**src/rtl/regfile_mp_if.sv**
```systemverilog
// Bundle of all non-clock signals of the multi-port register file.
//   master : drives writes, read addresses and issue; sees read data and state
//   slave  : the register file side
// Write ports: we0/waddr0/wdata0 (ALU), we1/waddr1/wdata1 (load, higher priority).
// Read ports:  rs / rd_data / rd_busy, port k packed at [k*width +: width].
// Scoreboard:  issue_valid/issue_dest in, busy vector out.
// Debug:       last_wr_addr / last_wr_valid.
interface regfile_mp_if #(
  parameter int DATA_WIDTH    = 32,
  parameter int ADDRESS_WIDTH = 5,
  parameter int NUM_REGS      = 32,
  parameter int NUM_RD        = 2
);
  logic                              we0;
  logic [ADDRESS_WIDTH-1:0]          waddr0;
  logic [DATA_WIDTH-1:0]             wdata0;
  logic                              we1;
  logic [ADDRESS_WIDTH-1:0]          waddr1;
  logic [DATA_WIDTH-1:0]             wdata1;
  logic [NUM_RD*ADDRESS_WIDTH-1:0]   rs;
  logic [NUM_RD*DATA_WIDTH-1:0]      rd_data;
  logic [NUM_RD-1:0]                 rd_busy;
  logic                              issue_valid;
  logic [ADDRESS_WIDTH-1:0]          issue_dest;
  logic [NUM_REGS-1:0]               busy;
  logic [ADDRESS_WIDTH-1:0]          last_wr_addr;
  logic                              last_wr_valid;

  modport master (
    output we0, waddr0, wdata0, we1, waddr1, wdata1, rs, issue_valid, issue_dest,
    input  rd_data, rd_busy, busy, last_wr_addr, last_wr_valid
  );
  modport slave (
    input  we0, waddr0, wdata0, we1, waddr1, wdata1, rs, issue_valid, issue_dest,
    output rd_data, rd_busy, busy, last_wr_addr, last_wr_valid
  );
endinterface

```
**src/rtl/regfile_mp.sv**
```systemverilog
// Multi-port integer register file: NUM_RD combinational read ports, two
// synchronous write ports (port 1 wins on address collision), optional
// same-cycle write-to-read bypass, per-register busy scoreboard and a
// registered last-write tracker.
// Ports:
//   clk : clock, all state on rising edge
//   rst : asynchronous active-high reset
//   bus : regfile_mp_if.slave (write ports, read ports, issue, busy, last_wr)
module regfile_mp #(
  parameter int DATA_WIDTH    = 32,
  parameter int ADDRESS_WIDTH = 5,
  parameter int NUM_REGS      = 32,
  parameter int NUM_RD        = 2,
  parameter int ZERO_REG      = 1,
  parameter int BYPASS        = 1
) (
  input logic         clk,
  input logic         rst,
  regfile_mp_if.slave bus
);
  localparam int DW = DATA_WIDTH;
  localparam int AW = ADDRESS_WIDTH;
  // Index width into storage; only used after the range check has passed.
  localparam int IW = (NUM_REGS > 1) ? $clog2(NUM_REGS) : 1;
  localparam logic [AW:0] LIMIT = (AW+1)'(NUM_REGS);

  // Address maps to a real, writable/readable register.
  function automatic logic live(input logic [AW-1:0] a);
    return ({1'b0, a} < LIMIT) && !((ZERO_REG != 0) && (a == '0));
  endfunction

  logic [DW-1:0]       regs [NUM_REGS];
  logic [NUM_REGS-1:0] busy_q;
  logic [AW-1:0]       last_addr_q;
  logic                last_valid_q;
  logic                wr0_ok, wr1_ok;

  assign wr0_ok = bus.we0 && live(bus.waddr0);
  assign wr1_ok = bus.we1 && live(bus.waddr1);

  // Storage: port 1 is written last so it wins a same-address collision.
  always_ff @(posedge clk or posedge rst) begin
    if (rst) begin
      for (int r = 0; r < NUM_REGS; r++) regs[r] <= '0;
    end else begin
      if (wr0_ok) regs[bus.waddr0[IW-1:0]] <= bus.wdata0;
      if (wr1_ok) regs[bus.waddr1[IW-1:0]] <= bus.wdata1;
    end
  end

  // Scoreboard: a new issue to r outranks a completing write to r, since the
  // issued instruction is the newer producer.
  always_ff @(posedge clk or posedge rst) begin
    if (rst) begin
      busy_q <= '0;
    end else begin
      for (int r = 0; r < NUM_REGS; r++) begin
        if (bus.issue_valid && bus.issue_dest == AW'(r) && !((ZERO_REG != 0) && r == 0))
          busy_q[r] <= 1'b1;
        else if ((bus.we0 && bus.waddr0 == AW'(r)) || (bus.we1 && bus.waddr1 == AW'(r)))
          busy_q[r] <= 1'b0;
      end
    end
  end

  always_ff @(posedge clk or posedge rst) begin
    if (rst) begin
      last_addr_q  <= '0;
      last_valid_q <= 1'b0;
    end else if (wr1_ok) begin
      last_addr_q  <= bus.waddr1;
      last_valid_q <= 1'b1;
    end else if (wr0_ok) begin
      last_addr_q  <= bus.waddr0;
      last_valid_q <= 1'b1;
    end
  end

  assign bus.busy          = busy_q;
  assign bus.last_wr_addr  = last_addr_q;
  assign bus.last_wr_valid = last_valid_q;

  // Read ports.
  for (genvar k = 0; k < NUM_RD; k++) begin : g_rd
    logic [AW-1:0] a;
    logic          byp0, byp1;
    logic [DW-1:0] data;
    logic          rbusy;

    assign a    = bus.rs[k*AW +: AW];
    assign byp1 = (BYPASS != 0) && bus.we1 && (bus.waddr1 == a);
    assign byp0 = (BYPASS != 0) && bus.we0 && (bus.waddr0 == a);

    always_comb begin
      data  = '0;
      rbusy = 1'b0;
      if (live(a)) begin
        if (byp1)      data = bus.wdata1;
        else if (byp0) data = bus.wdata0;
        else           data = regs[a[IW-1:0]];
        // A write landing this cycle resolves the hazard for the reader.
        rbusy = busy_q[a[IW-1:0]] && !(byp0 || byp1);
      end
    end

    assign bus.rd_data[k*DW +: DW] = data;
    assign bus.rd_busy[k]          = rbusy;
  end
endmodule

```
**src/flat_wrapper.sv**
```systemverilog
// flat-port wrapper written by rule: the top's interface ports become plain ports
module regfile_mp_flat 
#(
  parameter int DATA_WIDTH    = 32,
  parameter int ADDRESS_WIDTH = 5,
  parameter int NUM_REGS      = 32,
  parameter int NUM_RD        = 2,
  parameter int ZERO_REG      = 1,
  parameter int BYPASS        = 1
)
  (clk, rst, bus_we0, bus_waddr0, bus_wdata0, bus_we1, bus_waddr1, bus_wdata1, bus_rs, bus_issue_valid, bus_issue_dest, bus_rd_data, bus_rd_busy, bus_busy, bus_last_wr_addr, bus_last_wr_valid);
  regfile_mp_if #(.DATA_WIDTH(DATA_WIDTH), .ADDRESS_WIDTH(ADDRESS_WIDTH), .NUM_REGS(NUM_REGS), .NUM_RD(NUM_RD)) bus_i ();
  input logic clk;
  input logic rst;
  input wire logic [$bits(bus_i.we0)-1:0] bus_we0;
  input wire logic [$bits(bus_i.waddr0)-1:0] bus_waddr0;
  input wire logic [$bits(bus_i.wdata0)-1:0] bus_wdata0;
  input wire logic [$bits(bus_i.we1)-1:0] bus_we1;
  input wire logic [$bits(bus_i.waddr1)-1:0] bus_waddr1;
  input wire logic [$bits(bus_i.wdata1)-1:0] bus_wdata1;
  input wire logic [$bits(bus_i.rs)-1:0] bus_rs;
  input wire logic [$bits(bus_i.issue_valid)-1:0] bus_issue_valid;
  input wire logic [$bits(bus_i.issue_dest)-1:0] bus_issue_dest;
  output wire logic [$bits(bus_i.rd_data)-1:0] bus_rd_data;
  output wire logic [$bits(bus_i.rd_busy)-1:0] bus_rd_busy;
  output wire logic [$bits(bus_i.busy)-1:0] bus_busy;
  output wire logic [$bits(bus_i.last_wr_addr)-1:0] bus_last_wr_addr;
  output wire logic [$bits(bus_i.last_wr_valid)-1:0] bus_last_wr_valid;
  assign bus_i.we0 = bus_we0;
  assign bus_i.waddr0 = bus_waddr0;
  assign bus_i.wdata0 = bus_wdata0;
  assign bus_i.we1 = bus_we1;
  assign bus_i.waddr1 = bus_waddr1;
  assign bus_i.wdata1 = bus_wdata1;
  assign bus_i.rs = bus_rs;
  assign bus_i.issue_valid = bus_issue_valid;
  assign bus_i.issue_dest = bus_issue_dest;
  assign bus_rd_data = bus_i.rd_data;
  assign bus_rd_busy = bus_i.rd_busy;
  assign bus_busy = bus_i.busy;
  assign bus_last_wr_addr = bus_i.last_wr_addr;
  assign bus_last_wr_valid = bus_i.last_wr_valid;
  regfile_mp #(.DATA_WIDTH(DATA_WIDTH), .ADDRESS_WIDTH(ADDRESS_WIDTH), .NUM_REGS(NUM_REGS), .NUM_RD(NUM_RD), .ZERO_REG(ZERO_REG), .BYPASS(BYPASS)) u_core (.clk(clk), .rst(rst), .bus(bus_i));
endmodule
```
**config.mk**
```make
export PLATFORM = sky130hd
export DESIGN_NAME = regfile_mp_flat
export DESIGN_NICKNAME = d
export VERILOG_FILES = /design/src/rtl/regfile_mp_if.sv /design/src/rtl/regfile_mp.sv /design/src/flat_wrapper.sv
export SDC_FILE = /design/constraint.sdc
export NUM_CORES = 2
export LEC_CHECK = 0
export CORE_ASPECT_RATIO = 0.6
export CORE_MARGIN = 3
export CORE_UTILIZATION = 50
export DETAILED_ROUTE_END_ITERATION = 8
export HOLD_SLACK_MARGIN = 0.02
export PLACE_DENSITY = 0.64
export SYNTH_ARGS = -nofsm -noshare
export SYNTH_HDL_FRONTEND = slang
export SYNTH_SLANG_ARGS = --single-unit
```
**constraint.sdc**
```tcl
create_clock -name clk -period 97.8 [get_ports clk]
set_input_delay 19.56 -clock clk [delete_from_list [all_inputs] [get_ports clk]]
set_output_delay 19.56 -clock clk [all_outputs]
set_load 0.01 [all_outputs]
```
Yosys cells after proc, flatten, opt, wreduce, memory -nomap -nowiden:

Index checks and enable logic that the tools add are counted.

* bits in registers: 1061
* input bits: 94
* output and inout bits: 104
* word-level logic and storage cells: 442

* magnitude comparators: 8
* equal/unequal tests: 97
* mux-type cells: 92
* bitwise operators: 4
* reductions and logical operators: 176

Operators by type and width (count)
* 1024-bit bitwise mux: 2
* 1024-bit 2-to-1 mux: 2
* 32-bit 2-to-1 mux: 12
* 32-bit binary-select mux with 5-bit select: 2
* 32-bit demux with 5-bit select: 2
* 5-bit == test (second input constant): 48
* 5-bit by 4-bit == test with 1-bit output (second input constant): 24
* 1-bit logical AND: 103
* 1-bit 2-to-1 mux: 68
* 2-bit nonzero test: 32
* 5-bit by 3-bit == test with 1-bit output (second input constant): 12
* 1-bit logical OR: 33
* 5-bit by 2-bit == test with 1-bit output (second input constant): 6
* 6-bit >= comparator (second input constant): 4
* 5-bit NOT with 6-bit output: 4
* 5-bit == test: 4
* 5-bit zero test: 4
* 5-bit by 1-bit == test with 1-bit output (second input constant): 3
* 5-bit by 6-bit less-than comparator with 1-bit output (second input constant): 2
* 6-bit by 1-bit less-than comparator with 1-bit output (second input constant): 2
* 1-bit binary-select mux with 5-bit select: 2
* 5-bit 2-to-1 mux: 2
* 1-bit zero test: 4

Depth between registers and ports, before layout:

* depth in word-level cells: 9
* gate-level depth with buffers: 10
* mapped depth without buffers: 5

Least setup slack after synthesis:

Ideal clock, no wire load.

* kind: input -> output
* from: in bus_rs[6]
* to: out bus_rd_data[37]
* data arrival time: 21.263 ns
* data required time: 78.240 ns
* slack: 56.977 ns
* cell stages on the path: 8
* path buffers: 3
* cells stage by stage: buf_2 buf_4 clkbuf_1 mux4_2 mux2_2 a22o_1 nor3_1 o32ai_1

* cells in the longest elaborated chain, start to end: 7
* elaborated cells between the ends (all ways): 12
* those cells by class: eq/ne (2); mux (6); bitwise (1); reduce/logical (3)

Ends and longest elaborated chain
* start: declaration: RTL line flat_wrapper.sv:21 `input wire logic [$bits(bus_i.rs)-1:0] bus_rs;`
* 5-bit NOT with 6-bit output (not written as such): RTL line regfile_mp.sv:100 `else data = regs[a[IW-1:0]];`
* 32-bit binary-select mux with 5-bit select: RTL line regfile_mp.sv:100
* 32-bit 2-to-1 mux (not written as such) (2 in a row): RTL line regfile_mp.sv:100
* 32-bit 2-to-1 mux: RTL line regfile_mp.sv:99 `else if (byp0) data = bus.wdata0;`
* 32-bit 2-to-1 mux: RTL line regfile_mp.sv:98 `if (byp1) data = bus.wdata1;`
* 32-bit 2-to-1 mux (*): RTL line regfile_mp.sv:97 `if (live(a)) begin`
* end: declaration: RTL line flat_wrapper.sv:24 `output wire logic [$bits(bus_i.rd_data)-1:0] bus_rd_data;`

Every way passes the cells marked *; elsewhere a longest branch is shown, timed or not. The select of a mux whose other input is x is not followed.

Worst setup path after layout:

* from: in bus_waddr0[3]
* to: out bus_rd_data[17]

* cells in the longest elaborated chain, start to end: 5

Ends and longest elaborated chain
* start: declaration: RTL line flat_wrapper.sv:16 `input wire logic [$bits(bus_i.waddr0)-1:0] bus_waddr0;`
* 5-bit == test: RTL line regfile_mp.sv:92 `assign byp0 = (BYPASS != 0) && bus.we0 && (bus.waddr0 == a);`
* 1-bit logical AND: RTL line regfile_mp.sv:92
* 32-bit 2-to-1 mux: RTL line regfile_mp.sv:99
* 32-bit 2-to-1 mux: RTL line regfile_mp.sv:98
* 32-bit 2-to-1 mux: RTL line regfile_mp.sv:97

Every way passes these cells.

==> impl_results.md <==
* Status: finished, final reports clean
* Top delay family on crit path: buffers and inverters
* CP endpoint kind: primary output
* Syn nets at 6748
* Slowest-stage cell, CP: o32ai_1
* MaxCap Viol Count at 0
* Cell variety after synth at 60
* Area grow syn2layout at 8.75%
* Cts hold-fix bufs at 0
* Total GRT Usage at 41.0%
* Via count at 58.3k
* Maximum VDD drop at 0.0000145 V
* Sum Neg Setup Slack at 0 ns
* Max stage delay on crit path at 1.39 ns
* Max Root-Sink Buffers at 3
* Router iterations before antenna repair at 8
* Core outline area at 135000 um^2
* Post-CTS Setup Inserts at 0
* Largest net degree at the start of global routing at 166
* Post-CTS sizing at 0
* Non-filler instance count after layout at 8199
* Sinks on Clock Net at 1061
* Routed WL at 294000 um
* Worst setup margin at 52.73 ns
* DIE HEIGHT at 292 um
* Worst path required time at 78.24 ns
* Main synth FF type: dfrtp_1
* Clock skew at 0 ns
* Minimum clock period at 45.07 ns
* Synth warnings at 0
* Clock tree from TritonCTS: yes
* P_leak at 0.0315 uW
* Slew @ Worst Pin at 1.40 ns
* Top cells by count, synth: mux2i_1, dfrtp_1, nor2_1
* #FFs+latches synth at 1061
* Placed cells at 7994
* GPL Wtd Cong at 0.903
* DRC at 0
* Number of buffers created by CTS at 105
* Fmax at 22.2 MHz
* Layout cells sized above 1 at 15.2%
* Clock H-tree levels at 3
* FFs w/ async S/R, synth at 100%
* Initial antenna violation count at 17
* Synth area leader: dfrtp_1
* Gr ovfl total at 0
* Starting DRT DRC Count at 10.8k
* Worst slew margin at 6.73%
* First-pass GRT wire length at 413000 um
* Most used cell, CP: clkdlybuf4s50_1
* RSZ-0062 raised after global routing: no
* Period utilization at 46.1%
* Detail Route Antenna Nets at 0
* Most frequent cell after synthesis: mux2i_1
* CP Cell Sequence: clkdlybuf4s50_1, xnor2_1, nand4_1, buf_4, or2_2, nand3_2, o32ai_1, clkdlybuf4s50_1
* Crit start category: input pin
* Mapped Cells at 6654
* Area contributors post-synth: dfrtp_1, mux2i_1, mux4_2
* Synth top area share at 39.1%
* I/O Pins at 198
* HPWL after DPL at 165000 um
* Final setup violation count at 0
* Worst path depth at 8
* Worst hold path type: register to register
* Pre-CTS setup slack at 52.63 ns
* Syn avg cell area at 10.2 um^2
* Via density per instance at 7.11
* Clock input transition at the sequential cells of the worst setup and hold paths at 0.07 ns
* Root Driver: clkbuf_16
* Final-report max-slew violation count at 0
* Final hold vios at 0
* Kind of critical path: input pin to primary output
* Final nets at 6393
* Die W at 482 um
* Mapped cell area at 68000 um^2
* Arrival @ worst endpoint at 25.51 ns
* Starting Density at 50.5%
* FP Rows at 104
* Post-synthesis sequential area ratio at 39.1%
* Hold Path Depth at 0
* Die footprint at 141000 um^2
* Port bufs at 196
* CP bufs+invs at 3
* Pwr/cell area at 20.5 nW/um^2
* Register-to-Register Path Depth at 1
* Clock Latency Late Sink at 0.76 ns
* Post-synth EDFFs at 0
* Vias in the first global route at 53.9k
* CP Max Fanout at 25
* Avg WL per Cell at 35.8 um
## placed cells by master, fill, tap and decap left out, types with 6 or more instances in the layout
cell             instances
nand2_4                 28
a221o_1                  6
xor2_1                   8
clkbuf_8                17
o21ai_1                  8
nor2b_1                  9
and2_4                   6
mux4_2                 435
clkbuf_16              107
bufinv_16               12
nand2b_1                 7
diode_2                 10
nand3_4                  9
mux2_2                  76
nand2_1                394
a2111oi_1               10
nor2_4                  10
o21ai_0                252
inv_1                   33
buf_4                  187
dfrtp_1               1061
nor3_1                 103
o221ai_1                46
o211ai_1                 9
a2111oi_2                8
clkdlybuf4s50_1        182
a211oi_1                18
a31oi_1                 62
o22ai_1                 53
o32ai_1                 52
clkbuf_1                27
a21oi_1                819
nand3_1                 19
clkinv_2                20
a221oi_1                 9
xnor2_1                 12
nor2_1                 903
a32o_1                  14
a22o_1                  59
mux2i_1               1209
## final timing paths
| path | start | to | slack [ns] |
|---|---|---|---|
| max | bus_waddr0[3] | bus_rd_data[17] | 52.73 |
| min | u_core.regs[1010]$_DFF_PP0_ | u_core.regs[1010]$_DFF_PP0_ | 0.40 |
| max reg2reg | u_core.bus.busy[3]$_DFFE_PP0P_ | u_core.bus.busy[3]$_DFFE_PP0P_ | 96.79 |
| min reg2reg | u_core.regs[1010]$_DFF_PP0_ | u_core.regs[1010]$_DFF_PP0_ | 0.40 |
| max in group asynchronous | rst | u_core.regs[580]$_DFF_PP0_ | 75.24 |
| min in group asynchronous | rst | u_core.regs[606]$_DFF_PP0_ | 19.31 |
## where the power goes
| group | internal [uW] | switching [uW] |
|---|---|---|
| logic | 217 | 199 |
| clock network | 246 | 196 |
| registers | 553 | 102 |
| total | 1020 | 497 |
## final cells by class
type                            instances  area [um^2]
Antenna cell                           10         25.0
Clock inverter                         44          592
Timing Repair Buffer                  385         3430
Tap cell                             1802         2250
Multi-Input combinational cell       4711        37900
Clock buffer                          151         3010
Inverter                               35          141
Sequential cell                      1061        26600
Fill cell                           11600        60700
## per-stage QoR
stage / cell area, um^2 / hold slack (ns) / power, uW / util [%]
2_1_floorplan: 68000 / 0.441 / 922 / -
3_3_place_gp: 70300 / 0.377 / 1040 / 52.2
3_5_place_dp: 70300 / 0.382 / 1060 / 52.2
4_1_cts: 73900 / 0.398 / 1500 / 54.9
5_1_grt: 73900 / 0.409 / 1570 / 54.9
6_report: 73900 / 0.397 / 1510 / 54.9
## sequential cells by signal, indices dropped and copies added, names as in the netlist
| register | cells |
|---|---|
| u_core.bus.last_wr_addr | 5 |
| u_core.regs | 1024 |
| u_core.bus.last_wr_valid | 1 |
| u_core.bus.busy | 31 |
## per-layer routing
metal  track usage, %  up-vias  share of wire (%)
met2             51.2     5157                 38
met5             1.14        -              0.094
li1                 -    23400                  -
met1             58.1    28800                 39
met4             16.7       18                4.8
met3             22.1      890                 18
## cell families (layout without fill, tap and decap cells)
| family | count (synthesis) | after routing | synth area share (%) |
|---|---|---|---|
| muxes | 1720 | 1720 | 33.5 |
| and+or+nand+nor | 1533 | 1533 | 9.06 |
| AOI/OAI and AO/OA | 1437 | 1437 | 12.2 |
| DFF | 1061 | 1061 | 39.1 |
| buffers and inverters | 882 | 615 | 5.89 |
| xor gates and xnor gates | 20 | 20 | 0.258 |
| other | 1 | 11 | 0.00552 |
(Power assumes the default switching activity.)
